===== config.mk =====
export PLATFORM = sky130hd
export DESIGN_NAME = count_sequencer
export DESIGN_NICKNAME = d
export VERILOG_FILES = /design/src/rtl/count_sequencer_pkg.sv /design/src/rtl/count_prescaler.sv /design/src/rtl/count_sequencer.sv
export SDC_FILE = /design/constraint.sdc
export NUM_CORES = 1
export LEC_CHECK = 0
export CORE_MARGIN = 2
export CORE_UTILIZATION = 45
export DETAILED_ROUTE_END_ITERATION = 10
export HOLD_SLACK_MARGIN = 0.08
export PLACE_DENSITY = 0.81
export SLEW_MARGIN = 20
export SYNTH_ARGS = -nofsm -noshare
export SYNTH_HDL_FRONTEND = slang
export SYNTH_HIERARCHICAL = 1
export SYNTH_SLANG_ARGS = --single-unit

===== constraint.sdc =====
create_clock -name aclk -period 3.9 [get_ports aclk]
set_input_delay 1.17 -clock aclk [delete_from_list [all_inputs] [get_ports aclk]]
set_output_delay 1.17 -clock aclk [all_outputs]
set_load 0.01 [all_outputs]

===== src/rtl/count_sequencer_pkg.sv =====
// Shared types for the count sequencer: FSM state encoding and the
// abort > stop > start command priority rule.
package count_sequencer_pkg;

  localparam int unsigned STATE_W = 3;

  typedef enum logic [STATE_W-1:0] {
    ST_IDLE  = 3'd0,
    ST_CLEAR = 3'd1,
    ST_RUN   = 3'd2,
    ST_PAUSE = 3'd3,
    ST_DONE  = 3'd4
  } state_e;

  typedef enum logic [1:0] {
    CMD_NONE  = 2'd0,
    CMD_START = 2'd1,
    CMD_STOP  = 2'd2,
    CMD_ABORT = 2'd3
  } cmd_e;

  // Collapses the three host controls into the single command that wins this cycle.
  function automatic cmd_e resolve_cmd(input logic start, input logic stop, input logic abort);
    if (abort)     return CMD_ABORT;
    else if (stop) return CMD_STOP;
    else if (start) return CMD_START;
    else           return CMD_NONE;
  endfunction

endpackage


===== src/rtl/count_prescaler.sv =====
// Prescaler for the count sequencer: clears to zero, holds, or advances and
// wraps to zero when it reaches the programmed period.
module count_prescaler #(
  parameter int PRESCALE_W = 8
) (
  input  logic                  clk,
  input  logic                  rst_n,
  input  logic                  clear,
  input  logic                  advance,
  input  logic [PRESCALE_W-1:0] period,
  output logic                  match
);

  logic [PRESCALE_W-1:0] cnt;

  assign match = (cnt == period);

  // NOTE: sequential state uses non-blocking assignments so every flop samples pre-edge values.
  always_ff @(posedge clk or negedge rst_n) begin
    if (!rst_n) begin
      cnt <= '0;
    end else if (clear) begin
      cnt <= '0;
    end else if (advance) begin
      cnt <= match ? '0 : cnt + PRESCALE_W'(1);
    end
  end

endmodule


===== src/rtl/count_sequencer.sv =====
// Control stage that drives a clear/increment counter through one job:
// clear, paced increments, and a stop exactly at the latched target.
module count_sequencer
  import count_sequencer_pkg::*;
#(
  parameter int WIDTH      = 8,
  parameter int PRESCALE_W = 8
) (
  input  logic                  aclk,
  input  logic                  arstn,
  input  logic                  start,
  input  logic                  stop,
  input  logic                  abort,
  input  logic [PRESCALE_W-1:0] period,
  input  logic [WIDTH-1:0]      target,
  input  logic [WIDTH-1:0]      count,
  output logic                  clr,
  output logic                  inc,
  output logic                  busy,
  output logic                  done
);

  state_e                state;
  state_e                state_next;
  cmd_e                  cmd;
  logic [PRESCALE_W-1:0] period_q;
  logic [WIDTH-1:0]      target_q;
  logic                  load;
  logic                  at_target;
  logic                  pre_clear;
  logic                  pre_advance;
  logic                  pre_match;

  assign cmd       = resolve_cmd(start, stop, abort);
  assign at_target = (count == target_q);

  count_prescaler #(
    .PRESCALE_W(PRESCALE_W)
  ) u_prescaler (
    .clk    (aclk),
    .rst_n  (arstn),
    .clear  (pre_clear),
    .advance(pre_advance),
    .period (period_q),
    .match  (pre_match)
  );

  always_ff @(posedge aclk or negedge arstn) begin
    if (!arstn) begin
      state    <= ST_IDLE;
      period_q <= '0;
      target_q <= '0;
    end else begin
      state <= state_next;
      if (load) begin
        period_q <= period;
        target_q <= target;
      end
    end
  end

  // NOTE: every always_comb output gets a default first so no latch is inferred.
  always_comb begin
    state_next  = state;
    load        = 1'b0;
    pre_clear   = 1'b0;
    pre_advance = 1'b0;
    inc         = 1'b0;
    case (state)
      ST_IDLE: begin
        if (cmd == CMD_START) begin
          load       = 1'b1;
          state_next = ST_CLEAR;
        end
      end
      ST_CLEAR: begin
        pre_clear  = 1'b1;
        state_next = (cmd == CMD_ABORT) ? ST_IDLE : ST_RUN;
      end
      ST_RUN: begin
        // Equality is checked before stop so a finished job never parks in PAUSE.
        if (cmd == CMD_ABORT) begin
          state_next = ST_IDLE;
        end else if (at_target) begin
          state_next = ST_DONE;
        end else if (cmd == CMD_STOP) begin
          state_next = ST_PAUSE;
        end else begin
          pre_advance = 1'b1;
          inc         = pre_match;
        end
      end
      ST_PAUSE: begin
        // start+stop together resolves to CMD_STOP and keeps the job parked.
        if (cmd == CMD_ABORT) begin
          state_next = ST_IDLE;
        end else if (cmd == CMD_START) begin
          state_next = ST_RUN;
        end
      end
      ST_DONE: begin
        state_next = ST_IDLE;
      end
      default: begin
        state_next = ST_IDLE;
      end
    endcase
  end

  assign clr  = (state == ST_CLEAR);
  assign busy = (state == ST_CLEAR) || (state == ST_RUN) || (state == ST_PAUSE);
  assign done = (state == ST_DONE);

endmodule


* After elaboration in Yosys (flattened, before gate mapping)
Cells that the tools add are included.
** Cells by class
- Add/sub/neg operators :: 1
- Eq/ne operators :: 12
- Mux-type cells :: 25
- Reductions and logical operators :: 5
** Operators with widths (count)
- $mux 8 :: 3
- $mux 3 :: 6
- $eq 8x8->1 :: 2
- $mux 1 :: 12
- $pmux 3 s4 :: 1
- $add 8x1->8 const B :: 1
- $eq 3x2->1 const B :: 2
- $mux 2 :: 3
- $eq 2x2->1 const B :: 2
- $ne 4x4->1 const B :: 1
- $eq 3x1->1 const B :: 1
- $eq 3x3->1 const B :: 1
- $logic_not 3->1 :: 1
- $ne 3x3->1 const B :: 1
- $reduce_and 3->1 :: 1
- $eq 2x1->1 const B :: 1
- $logic_or 1x1->1 :: 2
- $ne 2x2->1 const B :: 1
- $reduce_bool 2->1 :: 1
** Word-level totals
- Bits in registers :: 27
- Input bits :: 29
- Output and inout bits :: 4
- Logic and storage cells :: 47

* Longest topological paths before layout
Gate-level depths: netlist of run 1.
- Depth after elaboration :: 10
- Gate-level depth with buffers :: 8
- Gate-level depth less buffers :: 8

* By module
Netlist of run 1, hierarchy kept.
** By module, submodules not included
- count_sequencer :: instances 1, cells each 66, area an instance 923.4 µm², sequential area each 475.5 µm²
- count_prescaler :: instances 1, cells each 56, area an instance 528.0 µm², sequential area each 200.2 µm²

* Worst setup path after synthesis of run 1
OpenSTA, ideal clock, no wires.
- Path kind :: input to output
- From :: in count[3]
- To :: out inc
- Arrival time :: 1.886 ns
- Required time :: 2.730 ns
- Setup slack :: 0.844 ns
- Cell stages on the path :: 4
- Path buffers :: 0
- Path through :: xor2_1 nor4_1 nand2_1 and3_1
** Between the ends
- Word-level cells in the longest chain between the ends :: 4
** RTL lines
- from (decl) :: line count_sequencer.sv:16 : input logic [WIDTH-1:0] count,
- $eq 8x8->1 :: line count_sequencer.sv:35 : assign at_target = (count == target_q);
- $mux 1 :: line count_sequencer.sv:84 : end else if (at_target) begin
- $mux 1 :: line count_sequencer.sv:82 : if (cmd == CMD_ABORT) begin
- $mux 1 :: line count_sequencer.sv:69 : case (state)
- to (decl) :: line count_sequencer.sv:18 : output logic inc,
No other way between the ends.

* Worst setup path after layout of run 1
Same ends and word-level chain as after synthesis.

==> results of run 1 <==
## metal layers
layer,vias up,part of all wire,routed length [µm],global-route usage
li1,497,-,-,-
met1,496,0.44,1175,0.1878
met4,0,0,0,0.02795
met2,27,0.52,1385,0.3072
met5,-,0,0,0
met3,0,0.047,127,0.01919
## state kept, by name, summed over array words and instances, names as in the netlist
register / cells
period_q: 8
target_q: 8
state: 3
u_prescaler/cnt: 8
## what timing repair did
| item | 4_1_cts | 5_1_grt |
|---|---|---|
| endpoints found under the hold margin | 0 | 0 |
| hold buffers | 0 | 0 |
| setup endpoints to repair | 1 | 1 |
| resized for setup | 2 | 0 |
| pin swaps | 1 | 3 |
## layout make-up
cell class	instances	area, µm²
timing repair buffer	36	349.1
clock buffer	4	26.28
fill	281	1196
inverter	5	18.77
sequential	27	675.6
tap	44	55.05
multi-input combinational	88	732.0
## worst max-delay path by stage
| stage | from | to | slack, ns |
|---|---|---|---|
| after floorplan | count[3] | inc | 0.84 |
| final | count[3] | inc | 0.09 |
| after global placement | count[3] | inc | -0.16 |
| after detailed placement | count[3] | inc | -0.20 |
| after global routing | count[3] | inc | 0.004 |
| after CTS | count[0] | inc | 0.07 |
## placed cells by master (no fill, tap or decap), drive strengths merged
master,n
nand4,2
nand3,1
nor3,1
o211a,1
a32o,1
buf,4
o31ai,1
clkdlybuf4s50,31
or2,1
or3,1
dlygate4sd2,1
and2b,1
nand2,7
nor4b,1
xnor2,12
nand3b,2
nor3b,1
clkbuf,4
o311ai,1
and2,2
mux2,16
xor2,9
o21ai,5
ha,1
nor2,14
inv,5
o2111ai,1
and3,1
dfrtp,27
o211ai,2
a22o,1
nor4,2
## through the flow
stage | setup slack [ns] | instance area (µm²) | power [mW]
after global placement | -0.1600 | 1826 | 0.5505
after detailed placement | -0.2050 | 1826 | 0.5597
after global routing | 0.003943 | 1857 | 0.7100
final | 0.09427 | 1857 | 0.6706
after CTS | 0.07300 | 1857 | 0.6827
after floorplan | 0.8437 | 1451 | 0.4927
## kinds of logic (layout without fill, tap and decap cells)
kind of cell	count (synthesis)	after routing
compound gates	13	13
flops	27	27
mux	16	16
simple gates	37	37
xor+xnor	21	21
fa+ha+maj	1	1
buf+inv	7	45
## power breakdown
part	switching, mW	internal (mW)	total (mW)
Combinational	0.0675	0.119	0.186
Sequential	0.0391	0.328	0.367
Clock	0.0773	0.0399	0.117
==> metrics.md, run 1 <==
| Metric | Value |
|---|---|
| Clk_lat worst skew | `0.31 ns` |
| Pre-Repair DR Iteration Count | `4` |
| Lkg Pwr | `0.8041 nW` |
| Largest family of logic cells by synthesized area | `multiplexers` |
| EDFF count, synth | `0` |
| Worst Path Buf+Inv | `2` |
| ANT cells | `0` |
| CTS H-Tree Depth | `1` |
| Slowest stage delay, CP | `0.42 ns` |
| Number of max-slew violations in the final report | `0` |
| Synth top area share | `0.4655` |
| DIE AREA | `3695 µm²` |
| Minimum hold slack | `around 0.54 ns` |
| Total CTS buffers | `3` |
| Placed Cells | `200` |
| Unique masters post-synth | `34` |
| Global-route wire length before repair | `4.422 mm` |
| Remaining antenna violation count | `0` |
| YS warnings | `6` |
| Vias in the first global route | `1,063` |
| Post-synthesis cell area | `approximately 1500 µm²` |
| I/O pin total | `33` |
| Worst Path Max Fanout | `2` |
| Gate Count Post-Synth | `122` |
| WL per Instance | `13.18 µm` |
| Run status | `finished, final reports clean` |
| Syn_nets | `152` |
| Post-Synth XOR/XNOR Area | `0.1267` |
| Final hold violations | `0` |
| Hold Startpoint | `target_q[4]` |
| Worst slew margin | `0.3976` |
| Adder-cell share of the synthesized area | `0.008621` |
| Complex-gate fraction of the synthesized area | `0.07672` |
| CTS Sinks | `27` |
| NumNets Final | `between 150 and 200` |
| Cell Chain, Critical Path | `clkdlybuf4s50_1 -> xor2_1 -> nor4_2 -> nand2_1 -> and3_1 -> dlygate4sd2_1` |
| Die width | `around 61 µm` |
| PwrDens | `361.2 nW/µm²` |
| Initial antenna violation count | `0` |
| FF-to-FF Start | `target_q[3]` |
| FMAX | `between 200 and 300 MHz` |
| Worst R2R Path Depth | `9` |
| Synthesized area per cell | `11.90 µm²` |
| Largest net degree at the start of global routing | `28` |
| Initial core utilization | `0.4754` |
| Asr flop ratio synth | `1.000` |
| Initial drt markers | `36` |
| Critical path depth | `6` |
| Crit path required time | `2.73 ns` |
| Post CTS Setup Buffer Count | `0` |
| Post-layout utilization of the core | `0.6082` |
| Congestion Overflow GR | `0` |
| Share of cells above drive strength 1 | `0.1875` |
| Clock transition at the registers of the reported paths | `0.14 ns` |
| Worst path top cell family by delay | `buffers and inverters` |
| Final Setup Violations | `0` |
| Sequential area share after synthesis | `0.4655` |
| Hold Path Depth | `1` |
| Root buffer cell | `clkbuf_4` |
| Setup crit start kind | `input pin` |
| Dpl hpwl | `2.088 mm` |
| CTS tree | `done` |
| Area growth, synth to finish | `27.93%` |
| Minimum clock period | `roughly 3.8 ns` |
| Fin crit share | `0.9758` |
| Port Buf Inserts | `32` |
| Critical path class | `input pin to output port` |
| Via Count | `1,020` |
| RR Endpoint | `u_prescaler/cnt[7]` |
| # DRC | `0` |
| Worst slew pin tran | `0.9036 ns` |
| Max clock buf depth | `2` |
| RSZ-0062 raised after global routing | `no` |
| Post-Synth Simple-Gate Area | `0.1379` |
| Max VDD drop | `192.1 µV` |
| Layout Cells excl Fill | `a little over 200` |
| Commonest cells post-synth | `dfrtp_1 (27), nor2_1 (13), xnor2_1 (12), mux2_4 (10), xor2_1 (9)` |
| Tot GR Track Use | `0.1584` |
| Vias per cell | `5.000` |
| Reg2reg setup slack | `1.78 ns` |
| HP Class | `register to register` |
| Routability congestion estimate | `0.7778` |
| Synth top area cells | `dfrtp_1 (47%), mux2_4 (10%), xnor2_1 (7.2%)` |
| #FFs+latches synth | `27` |
| Most common cell in the netlist | `dfrtp_1` |
| Hold endpoint | `target_q[4]` |
| Slowest-stage cell, CP | `clkdlybuf4s50_1` |
| Row count | `20` |
| Worst Skew | `0.001118 ns` |
| Synth area leader | `dfrtp_1` |
| Final TNS setup | `0 ns` |
| Prevailing post-synth register cell | `dfrtp_1` |
| Final WL | `2.688 mm` |
| Area of the core | `about 3000 µm²` |
| Post-synthesis mux area share | `0.1500` |
| CP arrival | `about 2.6 ns` |
| Nature of the critical path endpoint | `output port` |
| Max-Cap Viols | `0` |
| Die Ht | `60.79 µm` |
(Power assumes the default switching activity.)
==> run 2, diff against run 1 <==
--- a/config.mk
+++ b/config.mk
@@ -5,11 +5,13 @@
 export SDC_FILE = /design/constraint.sdc
 export NUM_CORES = 1
 export LEC_CHECK = 0
+export CELL_PAD_IN_SITES_DETAIL_PLACEMENT = 1
+export CELL_PAD_IN_SITES_GLOBAL_PLACEMENT = 1
 export CORE_MARGIN = 2
-export CORE_UTILIZATION = 45
+export CORE_UTILIZATION = 42
 export DETAILED_ROUTE_END_ITERATION = 10
 export HOLD_SLACK_MARGIN = 0.08
-export PLACE_DENSITY = 0.81
+export PLACE_DENSITY = 0.92
 export SLEW_MARGIN = 20
 export SYNTH_ARGS = -nofsm -noshare
 export SYNTH_HDL_FRONTEND = slang
==> run 2 against run 1 <==
- clock power increased by 9%
- first-iteration DRC count unchanged
- combinational power increased by 5%
- fmax increased by 0.83%
- critical path type unchanged
- worst setup slack improved by 0.031 ns
==> metrics.md, run 2 (synthesis gave the netlist of run 1 again) <==
| Metric | Value |
|---|---|
| Run status | `finished, final reports clean` |
| Area of the multi-input gates | `approximately 730 µm²` |
| Worst Path Max Fanout | `2` |
| RSZ-0062 raised after global routing | `no` |
| WL per Instance | `18.39 µm` |
| Total CTS buffers | `3` |
| Max-Cap Viols | `0` |
| Fin crit share | `0.9678` |
| Lkg Pwr | `approximately 0.80 nW` |
| Clk_lat worst skew | `0.34 ns` |
| Dpl hpwl | `2.954 mm` |
| Largest net degree at the start of global routing | `28` |
| Met3 wire length | `108 µm` |
| FMAX | `265.0 MHz` |
| Largest regs | `period_q (8), target_q (8), u_prescaler/cnt (8)` |
| Routability congestion estimate | `0.8320` |
| Final WL | `approximately 3.8 mm` |
| Placed Cells | `202` |
| Layout Cells excl Fill | `206` |
| Worst Skew | `~0.0056 ns` |
| PwrDens | `375.3 nW/µm²` |
| Die width | `62.79 µm` |
| Initial core utilization | `0.4349` |
| Pre-Repair DR Iteration Count | `4` |
| Clock transition at the registers of the reported paths | `0.14 ns` |
| I/O pin total | `33` |
| Congestion Overflow GR | `0` |
| Minimum clock period | `3.774 ns` |
| Metal-1 WL | `around 1.6 mm` |
| Final Setup Violations | `0` |
| Setup crit start kind | `input pin` |
| Worst setup margin | `0.1258 ns` |
| Max VDD drop | `220.7 µV` |
| DIE AREA | `3942 µm²` |
| HP Class | `register to register` |
| Fill count | `about 360` |
| Total power | `around 700 µW` |
| Critical path launch point | `count[3]` |
| Worst slew margin | `0.4102` |
| ANT cells | `0` |
| CTS Sinks | `27` |
| Tot GR Track Use | `0.2131` |
| Met2 WL | `~2.0 mm` |
| Via Count | `1,076` |
| Vias in the first global route | `1,269` |
| CTS tree | `done` |
| Row count | `21` |
| # DRC | `0` |
| Remaining antenna violation count | `0` |
| Post-route cell area | `approximately 1900 µm²` |
| RR Endpoint | `u_prescaler/cnt[5]` |
| Reg2reg setup slack | `1.72 ns` |
| Number of max-slew violations in the final report | `0` |
| Critical path class | `input pin to output port` |
| Worst slew pin tran | `0.8847 ns` |
| Initial drt markers | `36` |
| Nature of the critical path endpoint | `output port` |
| Post-layout utilization of the core | `0.5561` |
| Crit path required time | `2.73 ns` |
| Area growth, synth to finish | `27.84%` |
| Global-route wire length before repair | `6.444 mm` |
| Root buffer cell | `clkbuf_4` |
| Vias per cell | `between 5 and 6` |
| Final hold violations | `0` |
| Cell Area, Placed | `1828 µm²` |
| Most frequent cells in the layout | `clkdlybuf4s50_1 (31), dfrtp_1 (27), nor2_1 (12), xnor2_1 (12), mux2_4 (10)` |
| Place WS | `-0.1075 ns` |
| CTS H-Tree Depth | `1` |
| Commonest non-fill, non-tap cell in the layout | `clkdlybuf4s50_1` |
| Worst R2R Path Depth | `9` |
| FF-to-FF Start | `target_q[2]` |
| Max clock buf depth | `2` |
| Sequential cell area | `675.6 µm²` |
| Share of cells above drive strength 1 | `0.1875` |
| Area of the core | `between 3000 and 4000 µm²` |
| Max Used Layer | `met4` |
| Port Buf Inserts | `32` |
| Initial antenna violation count | `0` |
| Minimum hold slack | `around 0.56 ns` |
| CP arrival | `2.60 ns` |
| NumNets Final | `191` |
| Die Ht | `62.79 µm` |
| Final TNS setup | `0 ns` |
| Worst setup path end | `inc` |
[run 2: critical path, stage by stage]
cell	delay, ns
clkdlybuf4s50_1	0.42
xor2_1	0.15
nor4_1	0.30
nand2_1	0.11
and3_1	0.18
dlygate4sd2_1	0.28
[run 2: final cells by class]
type / count / area share
Tap cell: 46 / 0.03102
Timing Repair Buffer: 36 / 0.1881
Multi-Input combinational cell: 88 / 0.3924
Sequential cell: 27 / 0.3641
Clock buffer: 4 / 0.01416
Inverter: 5 / 0.01011
[run 2: how the worst min path moves through the flow]
| stage | startpoint | to | slack (ns) | cells past startpoint |
|---|---|---|---|---|
| after floorplan | target_q[4] | target_q[4] | 0.50 | 1 |
| after global placement | period_q[1] | period_q[1] | 0.51 | 1 |
| after detailed placement | target_q[6] | target_q[6] | 0.53 | 1 |
| after CTS | target_q[0] | target_q[0] | 0.57 | 1 |
| after global routing | target_q[5] | target_q[5] | 0.58 | 1 |
| final | target_q[0] | target_q[0] | 0.56 | 1 |
[run 2: metal layers]
metal  up-vias  GRT usage
li1        499          -
met1       543     0.2632
met2        28     0.3804
met3         6    0.02523
met4         0    0.08056
met5         -          0
[run 2: repair_timing]
action / in CTS / in global routing
buffers inserted: 0 / 0
resized for setup: 2 / 0
hold buffers: 0 / 0
setup endpoints to repair: 1 / 0
[run 2: power breakdown]
part | internal [mW] | switching, mW
logic | 0.119 | 0.0772
registers | 0.328 | 0.0449
clock network | 0.0402 | 0.0874
